### config.mk
export PLATFORM = sky130hd
export DESIGN_NAME = cla_16bit
export DESIGN_NICKNAME = d
export VERILOG_FILES = /design/src/rtl/cla_pkg.sv /design/src/rtl/cla_4bit.sv /design/src/rtl/cla_16bit.sv
export SDC_FILE = /design/constraint.sdc
export NUM_CORES = 1
export LEC_CHECK = 0
export CAP_MARGIN = 40
export CORE_UTILIZATION = 50
export DETAILED_ROUTE_END_ITERATION = 10
export GPL_TIMING_DRIVEN = 0
export PLACE_DENSITY = 0.95
export SYNTH_ARGS = -nofsm -noshare
export SYNTH_HDL_FRONTEND = slang
export SYNTH_SLANG_ARGS = --single-unit
export TNS_END_PERCENT = 5
### constraint.sdc
create_clock -name clk -period 0.8 [get_ports clk]
set_input_delay 0.16 -clock clk [delete_from_list [all_inputs] [get_ports clk]]
set_output_delay 0.16 -clock clk [all_outputs]
set_load 0.03 [all_outputs]
### src/rtl/cla_pkg.sv
// Shared constants and types for the 16-bit saturating CLA adder/subtractor.
// Width and group size are fixed; the lookahead equations in the top assume four groups.
package cla_pkg;

  localparam int DATA_W  = 16;
  localparam int GRP_W   = 4;
  localparam int NUM_GRP = DATA_W / GRP_W;

  localparam logic [DATA_W-1:0] SAT_MAX = 16'h7FFF;
  localparam logic [DATA_W-1:0] SAT_MIN = 16'h8000;

  typedef logic [DATA_W-1:0] word_t;

  // Everything the output register captures each cycle.
  typedef struct packed {
    word_t sum;
    logic  cout;
    logic  ovfl;
  } res_t;

  // The clamp direction follows the sign of A: on overflow, both operand
  // signs agree, so A's sign is also the sign of the true result.
  function automatic word_t saturate(input word_t raw, input logic ovf, input logic a_msb);
    if (!ovf)
      return raw;
    else if (a_msb)
      return SAT_MIN;
    else
      return SAT_MAX;
  endfunction

endpackage

### src/rtl/cla_4bit.sv
// 4-bit carry-lookahead group: internal carries come from flat lookahead terms
// rather than a ripple, and the group generate/propagate feed the second level.
module cla_4bit
  import cla_pkg::*;
(
  input  logic [GRP_W-1:0] a,
  input  logic [GRP_W-1:0] b,
  input  logic             cin,
  output logic [GRP_W-1:0] s,
  output logic             gg,
  output logic             gp
);

  logic [GRP_W-1:0] g;
  logic [GRP_W-1:0] p;
  logic [GRP_W-1:0] c;

  assign g = a & b;
  assign p = a ^ b;

  assign c[0] = cin;
  assign c[1] = g[0] | (p[0] & cin);
  assign c[2] = g[1] | (p[1] & g[0]) | (p[1] & p[0] & cin);
  assign c[3] = g[2] | (p[2] & g[1]) | (p[2] & p[1] & g[0])
              | (p[2] & p[1] & p[0] & cin);

  assign s = p ^ c;

  assign gg = g[3] | (p[3] & g[2]) | (p[3] & p[2] & g[1])
            | (p[3] & p[2] & p[1] & g[0]);
  assign gp = &p;

endmodule

### src/rtl/cla_16bit.sv
// 16-bit signed saturating add/sub: four CLA groups, a second-level lookahead
// across the groups, overflow clamp, and a single output register stage.
module cla_16bit
  import cla_pkg::*;
(
  input  logic        clk,
  input  logic        rst_n,
  input  logic [15:0] a,
  input  logic [15:0] b,
  input  logic        sub,
  output logic [15:0] sum,
  output logic        cout,
  output logic        ovfl
);

  word_t              b_eff;
  word_t              raw;
  logic [NUM_GRP-1:0] gg;
  logic [NUM_GRP-1:0] gp;
  logic [NUM_GRP:0]   gc;
  logic               ovf;
  res_t               nxt;
  res_t               q;

  // Subtraction is A + ~B + 1: invert B and inject the +1 as the carry-in.
  assign b_eff = b ^ {DATA_W{sub}};

  genvar gi;
  generate
    for (gi = 0; gi < NUM_GRP; gi++) begin : g_grp
      cla_4bit u_grp (
        .a   (a[gi*GRP_W +: GRP_W]),
        .b   (b_eff[gi*GRP_W +: GRP_W]),
        .cin (gc[gi]),
        .s   (raw[gi*GRP_W +: GRP_W]),
        .gg  (gg[gi]),
        .gp  (gp[gi])
      );
    end
  endgenerate

  // Group carries are each a flat sum of products of G/P and c0, so no
  // carry ever passes through more than one group's internal logic.
  assign gc[0] = sub;
  assign gc[1] = gg[0] | (gp[0] & gc[0]);
  assign gc[2] = gg[1] | (gp[1] & gg[0]) | (gp[1] & gp[0] & gc[0]);
  assign gc[3] = gg[2] | (gp[2] & gg[1]) | (gp[2] & gp[1] & gg[0])
               | (gp[2] & gp[1] & gp[0] & gc[0]);
  assign gc[4] = gg[3] | (gp[3] & gg[2]) | (gp[3] & gp[2] & gg[1])
               | (gp[3] & gp[2] & gp[1] & gg[0])
               | (gp[3] & gp[2] & gp[1] & gp[0] & gc[0]);

  assign ovf = (a[DATA_W-1] == b_eff[DATA_W-1]) && (raw[DATA_W-1] != a[DATA_W-1]);

  always_comb begin
    nxt      = '0;
    nxt.sum  = saturate(raw, ovf, a[DATA_W-1]);
    nxt.cout = gc[NUM_GRP];
    nxt.ovfl = ovf;
  end

  always_ff @(posedge clk or negedge rst_n) begin
    if (!rst_n)
      q <= '0;
    else
      q <= nxt;
  end

  assign sum  = q.sum;
  assign cout = q.cout;
  assign ovfl = q.ovfl;

endmodule

==> results of run 1 <==
## registers in the layout, summed over array words and instances, names as in the netlist
signal / count
cout: 1
sum: 16
ovfl: 1
## final timing paths
path                       startpoint     end  slack [ps]  cells after the start
worst max-delay path             b[3]  sum[8]       -1680                     10
worst min-delay path            rst_n  sum[9]        -110                      1
max in group asynchronous       rst_n  sum[2]         470                      1
min in group clk                  sub  sum[0]         560                      6
## cells in the mapped netlist, drive strengths merged
cell type,count
fa,3
nand3,4
o22ai,4
o32a,1
nor2b,5
mux2,1
and4,2
a21o,2
ha,16
and2,1
o21bai,2
xor2,17
o31ai,1
a2111oi,2
buf,2
a32oi,1
nor3,7
nor2,19
and3,1
or4,1
a221oi,2
o31a,1
o311ai,1
dfrtp,18
inv,13
a211oi,3
nand2,13
a31oi,3
nand2b,3
a21oi,13
clkbuf,2
nor4,1
o21ai,10
xnor2,7
mux2i,2
## cell families (layout without fill, tap and decap cells)
| kind of cell | count (synthesis) | after routing | synth area share, % |
|---|---|---|---|
| buffers and inverters | 17 | 100 | 4.35 |
| DFF | 18 | 18 | 27.0 |
| adders and majority gates | 19 | 19 | 15.6 |
| and+or+nand+nor | 57 | 57 | 17.3 |
| xor gates and xnor gates | 24 | 24 | 12.6 |
| AOI/OAI and AO/OA | 46 | 46 | 21.0 |
| muxes | 3 | 3 | 2.10 |
## repair_timing
item | 4_1_cts | 5_1_grt
setup endpoints to repair | 36 | 54
resized for setup | 86 | 24
endpoints found under the hold margin | 0 | 18
pin swaps | 30 | 23
buffers inserted | 16 | 11
## metrics by stage
stage / cell area, sq um / hold slack [ps] / TNS, ps / power, uW / utilization, %
2_1_floorplan: 1730 / -136 / -26450 / 3280 / -
3_3_place_gp: 2300 / 608 / -50000 / 4230 / 74.2
3_5_place_dp: 2300 / 621 / -52420 / 4360 / 74.2
4_1_cts: 2570 / 304 / -31130 / 5080 / 82.8
5_1_grt: 2780 / -42.9 / -35140 / 5970 / 89.4
6_report: 2780 / -114 / -33650 / 5720 / 89.4
## final cells by class
type                       count  area (sq um)  share of cell area, %
buffer                         4          60.1                   2.16
tap                           44          55.1                   1.98
clock buffer                   4          36.3                   1.31
inverter                      13          48.8                   1.76
timing repair buffer          79           753                   27.1
multi-input combinational    149          1370                   49.4
sequential                    18           450                   16.2
## routing by layer
| layer | vias up | global-route usage [%] |
|---|---|---|
| li1 | 811 | - |
| met1 | 902 | 30.5 |
| met2 | 155 | 53.8 |
| met3 | 61 | 3.68 |
| met4 | 0 | 11.6 |
| met5 | - | 0 |
## report_power, final
part / internal [uW] / total [uW] / switching, uW
Sequential: 1190 / 1250 / 62.9
Clock: 278 / 543 / 265
Combinational: 1690 / 3930 / 2230
==> results.json, run 1 <==
{
  "outcome": "complete, but fails checks",
  "violations": "hold timing, setup timing",
  "crit_fanout": 3,
  "slowest_delay_ps": 500,
  "n_fill_cell": 146,
  "cp-start-kind": "input pin",
  "syn-instance-count": 184,
  "crit_chain": "clkdlybuf4s50_1 -> xor2_1 -> ha_2 -> nor2_1 -> nor3_4 -> buf_4 -> a21oi_1 -> fa_2 -> nor2b_1 -> o22ai_1",
  "grt_pass1_vias": 1634,
  "yosysSeqAreaShare_pct": 27.0,
  "p_per_area_nw_per_um2": 2060,
  "htreeDepth": 1,
  "yosys_warnings": 0,
  "cts_tree": "yes",
  "slowest_stage": "clkdlybuf4s50_1",
  "clk_pin_slew_ps": 90,
  "post-route-drc-count": 0,
  "critical_path_class": "input pin to register",
  "placed_cells": 280,
  "tightest_slew_ps": 700,
  "dr_wl_met3_um": 525,
  "syn_avg_cell_area_sq_um": 9.06,
  "slew_headroom_pct": 53.3,
  "gp_congestion": 0.836,
  "fin_ws_ps": -1680,
  "grt_max_degree": 19,
  "hold_ws_ps": -114,
  "routed_wl_mm": 6.47,
  "rows": 20,
  "maxCapViolations": 0,
  "syn-num-nets": 238,
  "cts_buffers": 3,
  "overflow": 0,
  "yosysTopAreaCell": "dfrtp_1",
  "finalCritPeriodShare_pct": 310,
  "vias_per_cell": 6.20,
  "dr.pass1.iters": 6,
  "p_leak_uw": 0.00122,
  "grtUsageTotal_pct": 28.1,
  "finalNetCount": 322,
  "dieWidth_um": 59.8,
  "cp_top_family": "adder cells",
  "start_util_pct": 53.8,
  "crit_arrival_ps": 2700,
  "ys_seq_elements": 18,
  "drive_above_1_share_pct": 37.5,
  "synth_top_area_share_pct": 27.0,
  "drt-initial-drc-count": 151,
  "syn_area_sq_um": 1670,
  "die_h_um": 59.8,
  "cp-end-kind": "register",
  "ios": 53,
  "final-hold-violation-count": 18,
  "rsz0062_at_grt": "true",
  "ys_top_cells_by_area": "dfrtp_1, ha_1, xor2_1, nor2_1, xnor2_1",
  "dieArea_sq_um": 3570,
  "fin_crit_ps": 2480,
  "wl_met2_mm": 3.28,
  "post_drt_wl_per_cell_um": 20.8,
  "fmax_ghz": 0.403,
  "antenna_found_initial": 0,
  "vdd_drop_max_mv": 0.886,
  "cts_buffer_depth": 2,
  "vias": 1929,
  "n_antenna_cell": 0,
  "cp_num_buf_inv": 2,
  "instances_no_fill": 311,
  "place_hpwl_mm": 3.31,
  "pre_cts_ws_ps": -2470,
  "slew_viol_final": 0,
  "root_buffer": "clkbuf_4",
  "grt_first_pass_wirelength_mm": 7.41,
  "core_sq_um": 3100,
  "clock_sinks": 18,
  "worstPathRequired_ps": 1020,
  "layout_common_cells": "clkdlybuf4s50_1, buf_4, dfrtp_1, clkdlybuf4s15_2, nor2_1",
  "top_layer": "met4",
  "min_path_type": "input pin to asynchronous set/reset pin",
  "antenna_left": 0,
  "synth_cell_type_count": 45,
  "cts_hold_buffers": 0,
  "area_growth_pct": 66.4,
  "finalSetupViolCount": 36,
  "numPortBuffers": 52,
  "wl_met1_mm": 2.22
}
No activity file was read; power rests on OpenSTA's default activity.
==> inputs of run 2 (changes only) <==
CORE_MARGIN = 1.5   (was unset)
CORE_UTILIZATION = 40   (was 50)
PLACE_DENSITY = 0.82   (was 0.95)
SLEW_MARGIN = 40   (was unset)
==> run 2 against run 1 <==
  * The run ends with setup timing left
  * First-iteration DRC count shrank 69%
  * Setup slack better by 110 ps
  * Critical endpoint is now sum[12]
  * Via count down 17%
  * Highest routed layer unchanged
  * Critical path depth is 1 lower
  * Maximum frequency rose by 4.8%
  * Combinational power down 12%
  * Largest power group unchanged
==> results.json, run 2 (synthesized netlist as in run 1, its figures left out) <==
{
  "root_buffer": "clkbuf_8",
  "overflow": 0,
  "cp-end-kind": "register",
  "core_sq_um": 4000,
  "min_path_type": "input pin to asynchronous set/reset pin",
  "regArea_sq_um": 450,
  "antenna_left": 0,
  "final-hold-violation-count": 0,
  "pre_cts_ws_ps": -2380,
  "grt_first_pass_wirelength_mm": 6.51,
  "finalNetCount": 319,
  "slew_viol_final": 0,
  "start_util_pct": 41.7,
  "crit_arrival_ps": 2540,
  "p_leak_uw": 0.00117,
  "slowest_delay_ps": 500,
  "largest_reg_flops": 16,
  "post_drt_wl_per_cell_um": 13.0,
  "p_per_area_nw_per_um2": 2000,
  "clk_pin_slew_ps": 60,
  "gp_congestion": 0.830,
  "slowest_stage": "clkdlybuf4s50_1",
  "crit_fanout": 4,
  "grt_pass1_vias": 1523,
  "cts_tree": "yes",
  "htreeDepth": 1,
  "maxCapViolations": 0,
  "finalSetupViolCount": 36,
  "rows": 23,
  "drive_above_1_share_pct": 34.5,
  "n_antenna_cell": 0,
  "fin_ws_ps": -1570,
  "rsz0062_at_grt": "true",
  "clock_sinks": 18,
  "outcome": "complete, but fails checks",
  "vias_per_cell": 5.09,
  "instances_no_fill": 314,
  "post-route-drc-count": 0,
  "dr.pass1.iters": 5,
  "cp-start-kind": "input pin",
  "crit_cells": 9,
  "area_growth_pct": 62.3,
  "final_common_cell": "clkdlybuf4s50_1",
  "cp_top_family": "adder cells",
  "crit_chain": "clkdlybuf4s50_1 -> xor2_2 -> ha_2 -> and4_4 -> a221oi_4 -> and2_4 -> fa_2 -> nor2b_1 -> o22ai_1",
  "slew_headroom_pct": 66.9,
  "antenna_found_initial": 0,
  "grtUsageTotal_pct": 18.4,
  "n_fill_cell": 316,
  "dieArea_sq_um": 4570,
  "hold_ws_ps": 349,
  "vdd_drop_max_mv": 0.667,
  "fin_setup_tns_ps": -30240,
  "numPortBuffers": 52,
  "multiInputGateArea_sq_um": 1310,
  "tightest_slew_ps": 496,
  "cp_num_buf_inv": 1,
  "fmax_ghz": 0.422,
  "vias": 1597,
  "dieWidth_um": 67.6,
  "layout_common_cells": "clkdlybuf4s50_1, buf_4, dfrtp_1, clkdlybuf4s15_2",
  "drt-initial-drc-count": 47,
  "place_hpwl_mm": 2.96,
  "placed_cells": 286,
  "ios": 53,
  "routed_wl_mm": 4.07,
  "cts_buffer_depth": 2,
  "worstPathRequired_ps": 970,
  "violations": "setup timing",
  "finalCritPeriodShare_pct": 296,
  "utilization_pct": 67.7,
  "cts_buffers": 3,
  "grt_max_degree": 19,
  "critical_path_class": "input pin to register",
  "fin_crit_ps": 2370,
  "die_h_um": 67.6
}
## run 2: cell types whose count changed in the layout (fill, tap and decap cells not counted), moves of 3 or more
cell	before	now
clkbuf_4	3	0
clkdlybuf4s50_1	26	29
ha_2	3	6
ha_4	3	0
buf_4	26	23
clkbuf_8	1	4
## run 2: worst max path at each step
stage | start | to | slack (ps)
after global placement | sub | sum[13] | -2320
after global routing | b[1] | sum[4] | -1690
after detailed placement | sub | sum[13] | -2380
final | b[8] | sum[12] | -1570
after floorplan | sub | sum[12] | -1620
after CTS | sub | sum[12] | -1570
## run 2: routing by layer
layer / track usage [%] / routed length, um / vias to the layer above
met5: 0 / 0 / -
met4: 7.14 / 29 / 0
met3: 1.83 / 179 / 3
li1: - / - / 807
met2: 33.0 / 2120 / 50
met1: 22.6 / 1740 / 737
## run 2: final cells by class
class                   count  area share [%]
multi-input cells         149            48.3
plain buffers               4            2.22
clock buffers               4            2.03
flip-flops and latches     18            16.6
well taps                  50            2.31
inverters                  13            1.80
repair buffers             76            26.7
## run 2: power breakdown
part | internal [uW] | total, uW | leakage (uW) | switching [uW]
Combinational | 1560 | 3450 | 0.000930 | 1880
Sequential | 1190 | 1260 | 0.000214 | 69.1
Clock | 436 | 702 | 0.0000288 | 265
Total | 3190 | 5410 | 0.00117 | 2220
## run 2: stage by stage
stage          instance area [sq um]  total power, uW
5_1_grt                         2710             5760
6_report                        2710             5410
3_5_place_dp                    2310             4330
2_1_floorplan                   1730             3280
4_1_cts                         2590             5220
3_3_place_gp                    2310             4260
## run 2: what timing repair did
item	CTS	global route
setup endpoints to repair	54	36
resized for setup	81	17
pin swaps	26	19
hold buffers	0	1
setup buffers	18	5
endpoints found under the hold margin	0	18
